$ cat config.mk
export PLATFORM = sky130hd
export DESIGN_NAME = uart_tx_param
export DESIGN_NICKNAME = d
export VERILOG_FILES = /design/src/rtl/uart_tx_param.sv
export SDC_FILE = /design/constraint.sdc
export NUM_CORES = 1
export LEC_CHECK = 0
export ABC_AREA = 1
export CAP_MARGIN = 20
export CORE_UTILIZATION = 60
export CTS_BUF_LIST = sky130_fd_sc_hd__clkbuf_16
export DETAILED_ROUTE_END_ITERATION = 16
export PLACE_DENSITY = 0.79
export SLEW_MARGIN = 0
export SYNTH_ARGS = -nofsm -noshare
export SYNTH_HDL_FRONTEND = slang
export SYNTH_SLANG_ARGS = --single-unit
$ cat constraint.sdc
create_clock -name clk -period 6.2 [get_ports clk]
set_clock_uncertainty 0.15 [all_clocks]
set_input_delay 1.24 -clock clk [delete_from_list [all_inputs] [get_ports clk]]
set_output_delay 1.24 -clock clk [all_outputs]
set_load 0.02 [all_outputs]
$ cat src/rtl/uart_tx_param.sv
// Parametrised UART transmitter: ready/valid byte input, power-of-two TX FIFO,
// 5..9 data bits, optional even/odd parity, 1 or 2 stop bits, back-to-back frames.
module uart_tx_param #(
  parameter int DATA_BITS    = 8,
  parameter int CLKS_PER_BIT = 16,
  parameter int PARITY_MODE  = 0,
  parameter int STOP_BITS    = 1,
  parameter int FIFO_DEPTH   = 4
) (
  input  logic                               rst_n,
  input  logic                               clk,
  input  logic                               en,
  input  logic [DATA_BITS-1:0]               tx_data,
  input  logic                               tx_valid,
  output logic                               tx_ready,
  output logic                               tx,
  output logic                               busy,
  output logic [$clog2(FIFO_DEPTH+1)-1:0]    fifo_count
);

  localparam int CNT_W = $clog2(FIFO_DEPTH + 1);
  localparam int PTR_W = $clog2(FIFO_DEPTH);
  localparam logic [15:0]      BAUD_RELOAD = 16'(CLKS_PER_BIT - 1);
  localparam logic [3:0]       DATA_LAST   = 4'(DATA_BITS - 1);
  localparam logic [3:0]       STOP_LAST   = 4'(STOP_BITS - 1);
  localparam logic [CNT_W-1:0] FULL_COUNT  = CNT_W'(FIFO_DEPTH);

  typedef enum logic [2:0] {
    S_IDLE   = 3'd0,
    S_START  = 3'd1,
    S_DATA   = 3'd2,
    S_PARITY = 3'd3,
    S_STOP   = 3'd4
  } state_e;

  function automatic logic frame_parity(input logic [DATA_BITS-1:0] data);
    logic p;
    if (PARITY_MODE == 2) begin
      p = ~(^data);
    end else begin
      p = ^data;
    end
    return p;
  endfunction

  logic [DATA_BITS-1:0] mem_q [FIFO_DEPTH];
  logic [PTR_W-1:0]     wr_ptr_q, wr_ptr_d;
  logic [PTR_W-1:0]     rd_ptr_q, rd_ptr_d;
  logic [CNT_W-1:0]     count_q, count_d;

  state_e               state_q, state_d;
  logic [15:0]          baud_q, baud_d;
  logic [3:0]           bit_q, bit_d;
  logic [DATA_BITS-1:0] shift_q, shift_d;
  logic                 parity_q, parity_d;
  logic                 tx_q, tx_d;
  logic                 busy_q, busy_d;

  logic                 push;
  logic                 pop;
  logic                 load;
  logic                 fifo_empty;
  logic [DATA_BITS-1:0] head;

  // tx_ready depends on the registered count only, so a same-cycle pop never opens a slot
  assign tx_ready   = (count_q != FULL_COUNT);
  assign fifo_empty = (count_q == {CNT_W{1'b0}});
  assign push       = tx_valid && tx_ready;
  assign head       = mem_q[rd_ptr_q];
  assign pop        = load;

  assign tx         = tx_q;
  assign busy       = busy_q;
  assign fifo_count = count_q;

  // FIFO pointer and occupancy next-state
  always_comb begin
    wr_ptr_d = wr_ptr_q;
    rd_ptr_d = rd_ptr_q;
    count_d  = count_q;
    if (push) begin
      wr_ptr_d = wr_ptr_q + PTR_W'(1);
    end else begin
      wr_ptr_d = wr_ptr_q;
    end
    if (pop) begin
      rd_ptr_d = rd_ptr_q + PTR_W'(1);
    end else begin
      rd_ptr_d = rd_ptr_q;
    end
    case ({push, pop})
      2'b10:   count_d = count_q + CNT_W'(1);
      2'b01:   count_d = count_q - CNT_W'(1);
      default: count_d = count_q;
    endcase
  end

  // Frame sequencer: state, bit timing and line value
  always_comb begin
    state_d  = state_q;
    baud_d   = baud_q;
    bit_d    = bit_q;
    shift_d  = shift_q;
    parity_d = parity_q;
    tx_d     = tx_q;
    busy_d   = busy_q;
    load     = 1'b0;

    if (!en) begin
      state_d = S_IDLE;
      tx_d    = 1'b1;
      busy_d  = 1'b0;
      baud_d  = 16'd0;
      bit_d   = 4'd0;
    end else begin
      case (state_q)
        S_IDLE: begin
          if (!fifo_empty) begin
            load = 1'b1;
          end else begin
            tx_d   = 1'b1;
            busy_d = 1'b0;
          end
        end
        S_START: begin
          if (baud_q == 16'd0) begin
            tx_d    = shift_q[0];
            state_d = S_DATA;
            baud_d  = BAUD_RELOAD;
            bit_d   = 4'd0;
          end else begin
            baud_d = baud_q - 16'd1;
          end
        end
        S_DATA: begin
          if (baud_q == 16'd0) begin
            baud_d = BAUD_RELOAD;
            if (bit_q == DATA_LAST) begin
              bit_d = 4'd0;
              if (PARITY_MODE != 0) begin
                state_d = S_PARITY;
                tx_d    = parity_q;
              end else begin
                state_d = S_STOP;
                tx_d    = 1'b1;
              end
            end else begin
              bit_d   = bit_q + 4'd1;
              shift_d = shift_q >> 1;
              tx_d    = shift_q[1];
            end
          end else begin
            baud_d = baud_q - 16'd1;
          end
        end
        S_PARITY: begin
          if (baud_q == 16'd0) begin
            state_d = S_STOP;
            tx_d    = 1'b1;
            baud_d  = BAUD_RELOAD;
            bit_d   = 4'd0;
          end else begin
            baud_d = baud_q - 16'd1;
          end
        end
        S_STOP: begin
          if (baud_q == 16'd0) begin
            if (bit_q == STOP_LAST) begin
              // A pending word starts its start bit on the very next cycle
              if (!fifo_empty) begin
                load = 1'b1;
              end else begin
                state_d = S_IDLE;
                tx_d    = 1'b1;
                busy_d  = 1'b0;
                baud_d  = 16'd0;
                bit_d   = 4'd0;
              end
            end else begin
              bit_d  = bit_q + 4'd1;
              baud_d = BAUD_RELOAD;
            end
          end else begin
            baud_d = baud_q - 16'd1;
          end
        end
        default: begin
          state_d = S_IDLE;
          tx_d    = 1'b1;
          busy_d  = 1'b0;
          baud_d  = 16'd0;
          bit_d   = 4'd0;
        end
      endcase

      if (load) begin
        shift_d  = head;
        parity_d = frame_parity(head);
        tx_d     = 1'b0;
        busy_d   = 1'b1;
        state_d  = S_START;
        baud_d   = BAUD_RELOAD;
        bit_d    = 4'd0;
      end else begin
        parity_d = parity_d;
      end
    end
  end

  // FIFO storage; reset discards any queued words
  always_ff @(posedge clk or negedge rst_n) begin
    if (!rst_n) begin
      for (int i = 0; i < FIFO_DEPTH; i++) begin
        mem_q[i] <= {DATA_BITS{1'b0}};
      end
    end else if (push) begin
      mem_q[wr_ptr_q] <= tx_data;
    end
  end

  // FIFO pointers and count
  always_ff @(posedge clk or negedge rst_n) begin
    if (!rst_n) begin
      wr_ptr_q <= {PTR_W{1'b0}};
      rd_ptr_q <= {PTR_W{1'b0}};
      count_q  <= {CNT_W{1'b0}};
    end else begin
      wr_ptr_q <= wr_ptr_d;
      rd_ptr_q <= rd_ptr_d;
      count_q  <= count_d;
    end
  end

  // Sequencer registers, including the registered line and busy outputs
  always_ff @(posedge clk or negedge rst_n) begin
    if (!rst_n) begin
      state_q  <= S_IDLE;
      baud_q   <= 16'd0;
      bit_q    <= 4'd0;
      shift_q  <= {DATA_BITS{1'b0}};
      parity_q <= 1'b0;
      tx_q     <= 1'b1;
      busy_q   <= 1'b0;
    end else begin
      state_q  <= state_d;
      baud_q   <= baud_d;
      bit_q    <= bit_d;
      shift_q  <= shift_d;
      parity_q <= parity_d;
      tx_q     <= tx_d;
      busy_q   <= busy_d;
    end
  end

endmodule

Yosys cells after proc, flatten, opt, wreduce, memory -nomap -nowiden
Cells that the tools add are included.
Cells by class
  equal/unequal tests: 21
  reduce and logical (&&, ||, !) cells: 17
  bitwise gates (word level): 2
  magnitude comparators: 3
  add/subtract/negate cells: 6
  multiplexer cells: 59
Operator list (number)
  two-way mux 16 bit: 6
  two-way mux 8 bit: 7
  case mux 16 bit (3 select lines): 1
  bitwise mux 32 bit: 1
  two-way mux 4 bit: 8
  inequality test 4 bit, second input constant: 7
  two-way mux 3 bit: 9
  two-way mux 1 bit: 19
  binary-select mux 8 bit (select 2 bit): 1
  demux 8 bit (select 2 bit): 1
  logical NOT 16 bit: 1
  case mux 4 bit (4 select lines): 1
  subtractor 16 x 1 -> 16 bit, second input constant: 1
  case mux 3 bit (5 select lines): 1
  AND reduction 5 bit: 2
  AND reduction 8 bit: 1
  equality test 3 x 2 -> 1 bit, second input constant: 2
  greater-or-equal comparator 3 bit, second input constant: 2
  logical NOT 3 bit: 2
  inequality test 3 bit, second input constant: 2
  inequality test 6 bit, second input constant: 1
  NOT 2 -> 3 bit: 2
  case mux 3 bit (2 select lines): 1
  nonzero test 2 bit: 3
  24 further kinds: 26
Word-level totals
  bits of input ports: 12
  output and inout port bits: 6
  register bits after elaboration: 72
  word-level logic and storage cells: 121

Longest topological paths before layout
  word-level depth: 9
  depth in mapped cells: 16
  depth with buffers taken out: 16

Worst setup path after synthesis
OpenSTA, ideal clock, no wires.
  kind: input-to-reg
  start point: input port en
  end point: register count_q[2], in the netlist fifo_count[2]
  path buffers: 0
  data required time: 5.919 ns
  library setup time: 0.131 ns
  slack: 3.652 ns
  arrival time: 2.267 ns
  stages on the path: 8
  cell sequence: nand2_8 -> inv_1 -> ha_1 -> inv_1 -> fa_1 -> a21oi_1 -> o21ai_0 -> xnor2_1
On the way
  cells in the longest elaborated chain, start to end: 3
  elaborated cells between the ends (all ways): 5
  classes of those cells: eq/ne (2); mux (2); reduce/logical (1)
Ends and longest elaborated chain
  start, declared: RTL line 12  | input logic en,
  two-way mux 1 bit *: RTL line 109  | if (!en) begin
  net load: RTL line 61  | logic load;
  equality test 2 x 1 -> 1 bit or equality test 2 bit (tied branches): RTL line 91  | case ({push, pop})
  case mux 3 bit (2 select lines) or nonzero test 2 bit (tied branches)
  end signal, assigned: RTL line 226  | count_q <= {CNT_W{1'b0}};
  end signal, assigned: RTL line 230  | count_q <= count_d;
  end, declared: RTL line 49  | logic [CNT_W-1:0] count_q, count_d;
The timed path passes the listed nets; every way through them passes the cells marked *.
A chain may end at the register's enable or synchronous reset.

Worst setup path after layout
  start point: input port en
  end point: register baud_q[10]
On the way
  cells in the longest elaborated chain, start to end: 2
  elaborated cells between the ends (all ways): 4
  classes of those cells: eq/ne (2); mux (1); reduce/logical (1)
Ends and longest elaborated chain
  inequality test 6 bit (no source line) or inequality test 3 bit (tied branches)
  AND reduction 2 bit (no source line)
  end signal, assigned: RTL line 246  | baud_q <= baud_d;
  end, declared: RTL line 52  | logic [15:0] baud_q, baud_d;
Several ways; a longest one is shown, not always the timed one.

==> key figures <==
GRT
  – Met2 usage: between 40% and 50%
  – First-pass GRT wire length: 14600 um
  – GRT Residual Overflow: 0
  – Met1 global-route usage: 35.7%
  – Vias in the first global route: between 3k and 4k
  – Most Used Layer, Global Route: met2
  – GRT Util Overall: 29.0%
  – Grt met3 use: 6.11%
  – Largest net degree at the start of global routing: 73
  – Initial antenna violation count: 0

Placement
  – Placed cells: 564
  – Routability cong.: a little over 0.9
  – Placed cell areas: between 4000 and 5000 um2
  – Port Buffer Count: 17
  – DPL Wire Length: 5510 um

Pwr
  – Peak supply drop: ~0.00034 V
  – Static leakage: between 2 and 2.5 nW
  – Pwr Total: about 2.5 mW
  – PD cells: between 500 and 600 nW/um2

CTS
  – Number of clock sinks: between 70 and 80
  – Cts repair resizes: 0
  – Post-CTS setup buffers: 0
  – Clk_lat worst skew: between 0.3 and 0.4 ns
  – Number of H-tree levels: 3
  – Hold buffers post-CTS: 0
  – Clock transition at path regs: 0.06 ns
  – Num CTS Buffers: 9
  – CTS tree: built
  – Clock buffer depth: 2
  – Root buffer cell: clkbuf_16

Outcome
  – Status: completed

Cells and area
  – Fin cells: a little under 600
  – Fillers: about 480
  – Post-Route Utilization: approximately 72%
  – Commonest non-fill, non-tap cell in the layout: nand2_1
  – Final instance area: 4370 um2
  – Area grow syn2layout: 13.5%
  – Commonest cells after routing, fill and taps aside: nand2_1 (117), o21ai_0 (71), dfrtp_1 (71)
  – Diodes inserted: 0
  – Fin nets: around 520
  – Share of layout cells above drive strength 1: around 8.5%

Synthesis
  – Synth Register Bits: ~70
  – Leading cell types by total area after synthesis: dfrtp_1 (46%), nand2_1 (11%), o21ai_0 (9.2%), nor2_1 (5.2%), inv_1 (4.1%)
  – Syn_nets: 503
  – Top cell type by total area after synthesis: dfrtp_1
  – Compound-Gate Fraction of Synth Area: between 10% and 20%
  – Mean area per synthesized cell: 7.98 um2
  – Mapped Area: 3850 um2
  – Simple-gate share of the synthesized area: between 20% and 30%
  – Synth Instances: between 400 and 500
  – Post-synthesis sequential area ratio: a little under half
  – Xor/xnor cell area share of the yosys netlist: between 4 and 5%
  – Largest family of logic cells by synthesized area: simple AND/OR/NAND/NOR gates
  – Top cell type's share of synthesized area: 46.2%
  – Yosys warns: 0
  – Adder-cell area share of the yosys netlist: between 3 and 4%
  – Synth cell types: 35
  – Mux cell area share after synthesis: 0%

STA
  – Final min period: 3.32 ns
  – Relative slew slack: 41.1%
  – Final setup TNS: 0 ns
  – Pins Over Slew Limit: 0
  – F_max: around 300 MHz
  – Worst-Margin Slew: between 0.8 and 0.9 ns
  – RSZ-0062 raised after global routing: no
  – Final Cycle Share: between 50% and 60%
  – Hold Violations, Final: 0
  – Count of final setup violators: 0

Critical path
  – Crit path arrival time: between 3 and 4 ns
  – WP data required: roughly 6.3 ns
  – Worst Path Class, Setup: in -> reg
  – CP endpoint kind: flip-flop
  – CP Max Fanout: 14
  – Startpoint types: input pin

Detailed routing
  – Total Wirelength: around 8500 um
  – Detail Route Antenna Nets: 0
  – Wire per inst: around 15 um
  – # DRC: 0
  – Starting DRT DRC Count: approximately 180
  – Initial DRT Pass Iterations: 4
  – Total number of vias: 3286
  – Post-DR vias/cell: 5.67

Floorplanning
  – Row count: 28
  – Io pins: 18
  – Initial Utilization: between 60% and 70%
  – Core area: around 6100 um2
  – Die width: approximately 82 um
  – Chip Height: approximately 80 um
  – Die ar.: 6730 um2

Job
  – MaxCap Viol Count: 0

Worst hold path
  – Worst hold path type: reg -> reg
[flip-flops by register name, summed over array words and instances, names as in the netlist]
signal      cells
mem_q          32
baud_q         16
shift_q         8
bit_q           4
fifo_count      3
state_q         3
rd_ptr_q        2
wr_ptr_q        2
busy            1
tx              1
[through the flow]
| step | hold slack [ns] | setup slack (ns) |
|---|---|---|
| CTS | 0.336 | 2.94 |
| global route | 0.348 | 2.72 |
| global placement | 0.312 | 2.66 |
| finish | 0.331 | 2.88 |
| floorplan | 0.298 | 3.65 |
| detailed placement | 0.321 | 2.60 |
[where the power goes]
part / internal (mW) / switching [mW] / total (mW)
registers: 0.665 / 0.158 / 0.823
clock network: 0.348 / 0.194 / 0.542
logic: 0.404 / 0.738 / 1.14
total: 1.42 / 1.09 / 2.51
[critical path, cell delays in order]
cell and delay (ns):
clkdlybuf4s50_1 0.85, nand4_1 0.64, nand2_1 0.31, inv_2 0.10, nand2_4 0.11, inv_4 0.07
nor2_1 0.09
[layout make-up]
type | count | area [um2] | share of cell area, %
clock buffer | 9 | 225 | 5.16
inverter | 48 | 188 | 4.30
timing repair buffer | 18 | 173 | 3.96
sequential | 72 | 1800 | 41.3
tap | 75 | 93.8 | 2.15
clock inverter | 7 | 86.3 | 1.98
multi-input combinational | 351 | 1800 | 41.2
[cell usage after synthesis]
cell         n
a21oi_1      6
buf_2        2
buf_4        1
buf_8        1
clkbuf_1     7
clkinv_4     1
dfrtp_1     71
dfstp_2      1
fa_1         1
ha_1         8
inv_1       42
inv_2        4
inv_4        1
nand2_1    117
nand2_2      3
nand2_4      3
nand2_8      1
nand3_1     29
nand3_2      1
nand4_1      5
nor2_1      53
nor2_2       8
nor2_4       2
nor3_1       5
nor3b_1      1
nor4_1       1
o2111ai_1    2
o21a_1       1
o21ai_0     71
o21ai_1      2
o21ai_2      2
o21bai_1     1
o22ai_1      9
xnor2_1      4
xor2_1      15
[logic make-up after synthesis]
logic type      after synthesis
simple gates                229
flops                        72
fa+ha+maj                     9
compound gates               94
buf+inv                      59
xor+xnor                     19
[final timing paths]
kind	start	end	slack (ns)	cells after the start
worst max-delay path	en	baud_q[10]	2.88	7
max in group asynchronous	rst_n	state_q[2]	4.36	2
min in group asynchronous	rst_n	baud_q[9]	0.96	2
worst min register to register	tx	tx	0.33	2
worst max register to register	baud_q[0]	fifo_count[2]	3.34	16
worst min-delay path	tx	tx	0.33	2
[metal layers]
layer  part of all wire (%)  up-vias
li1                       -     1607
met1                     43     1550
met2                     49      106
met3                    5.0       23
met4                    2.9        0
met5                      0        -
Note: power is estimated with default switching activity, not from simulation.
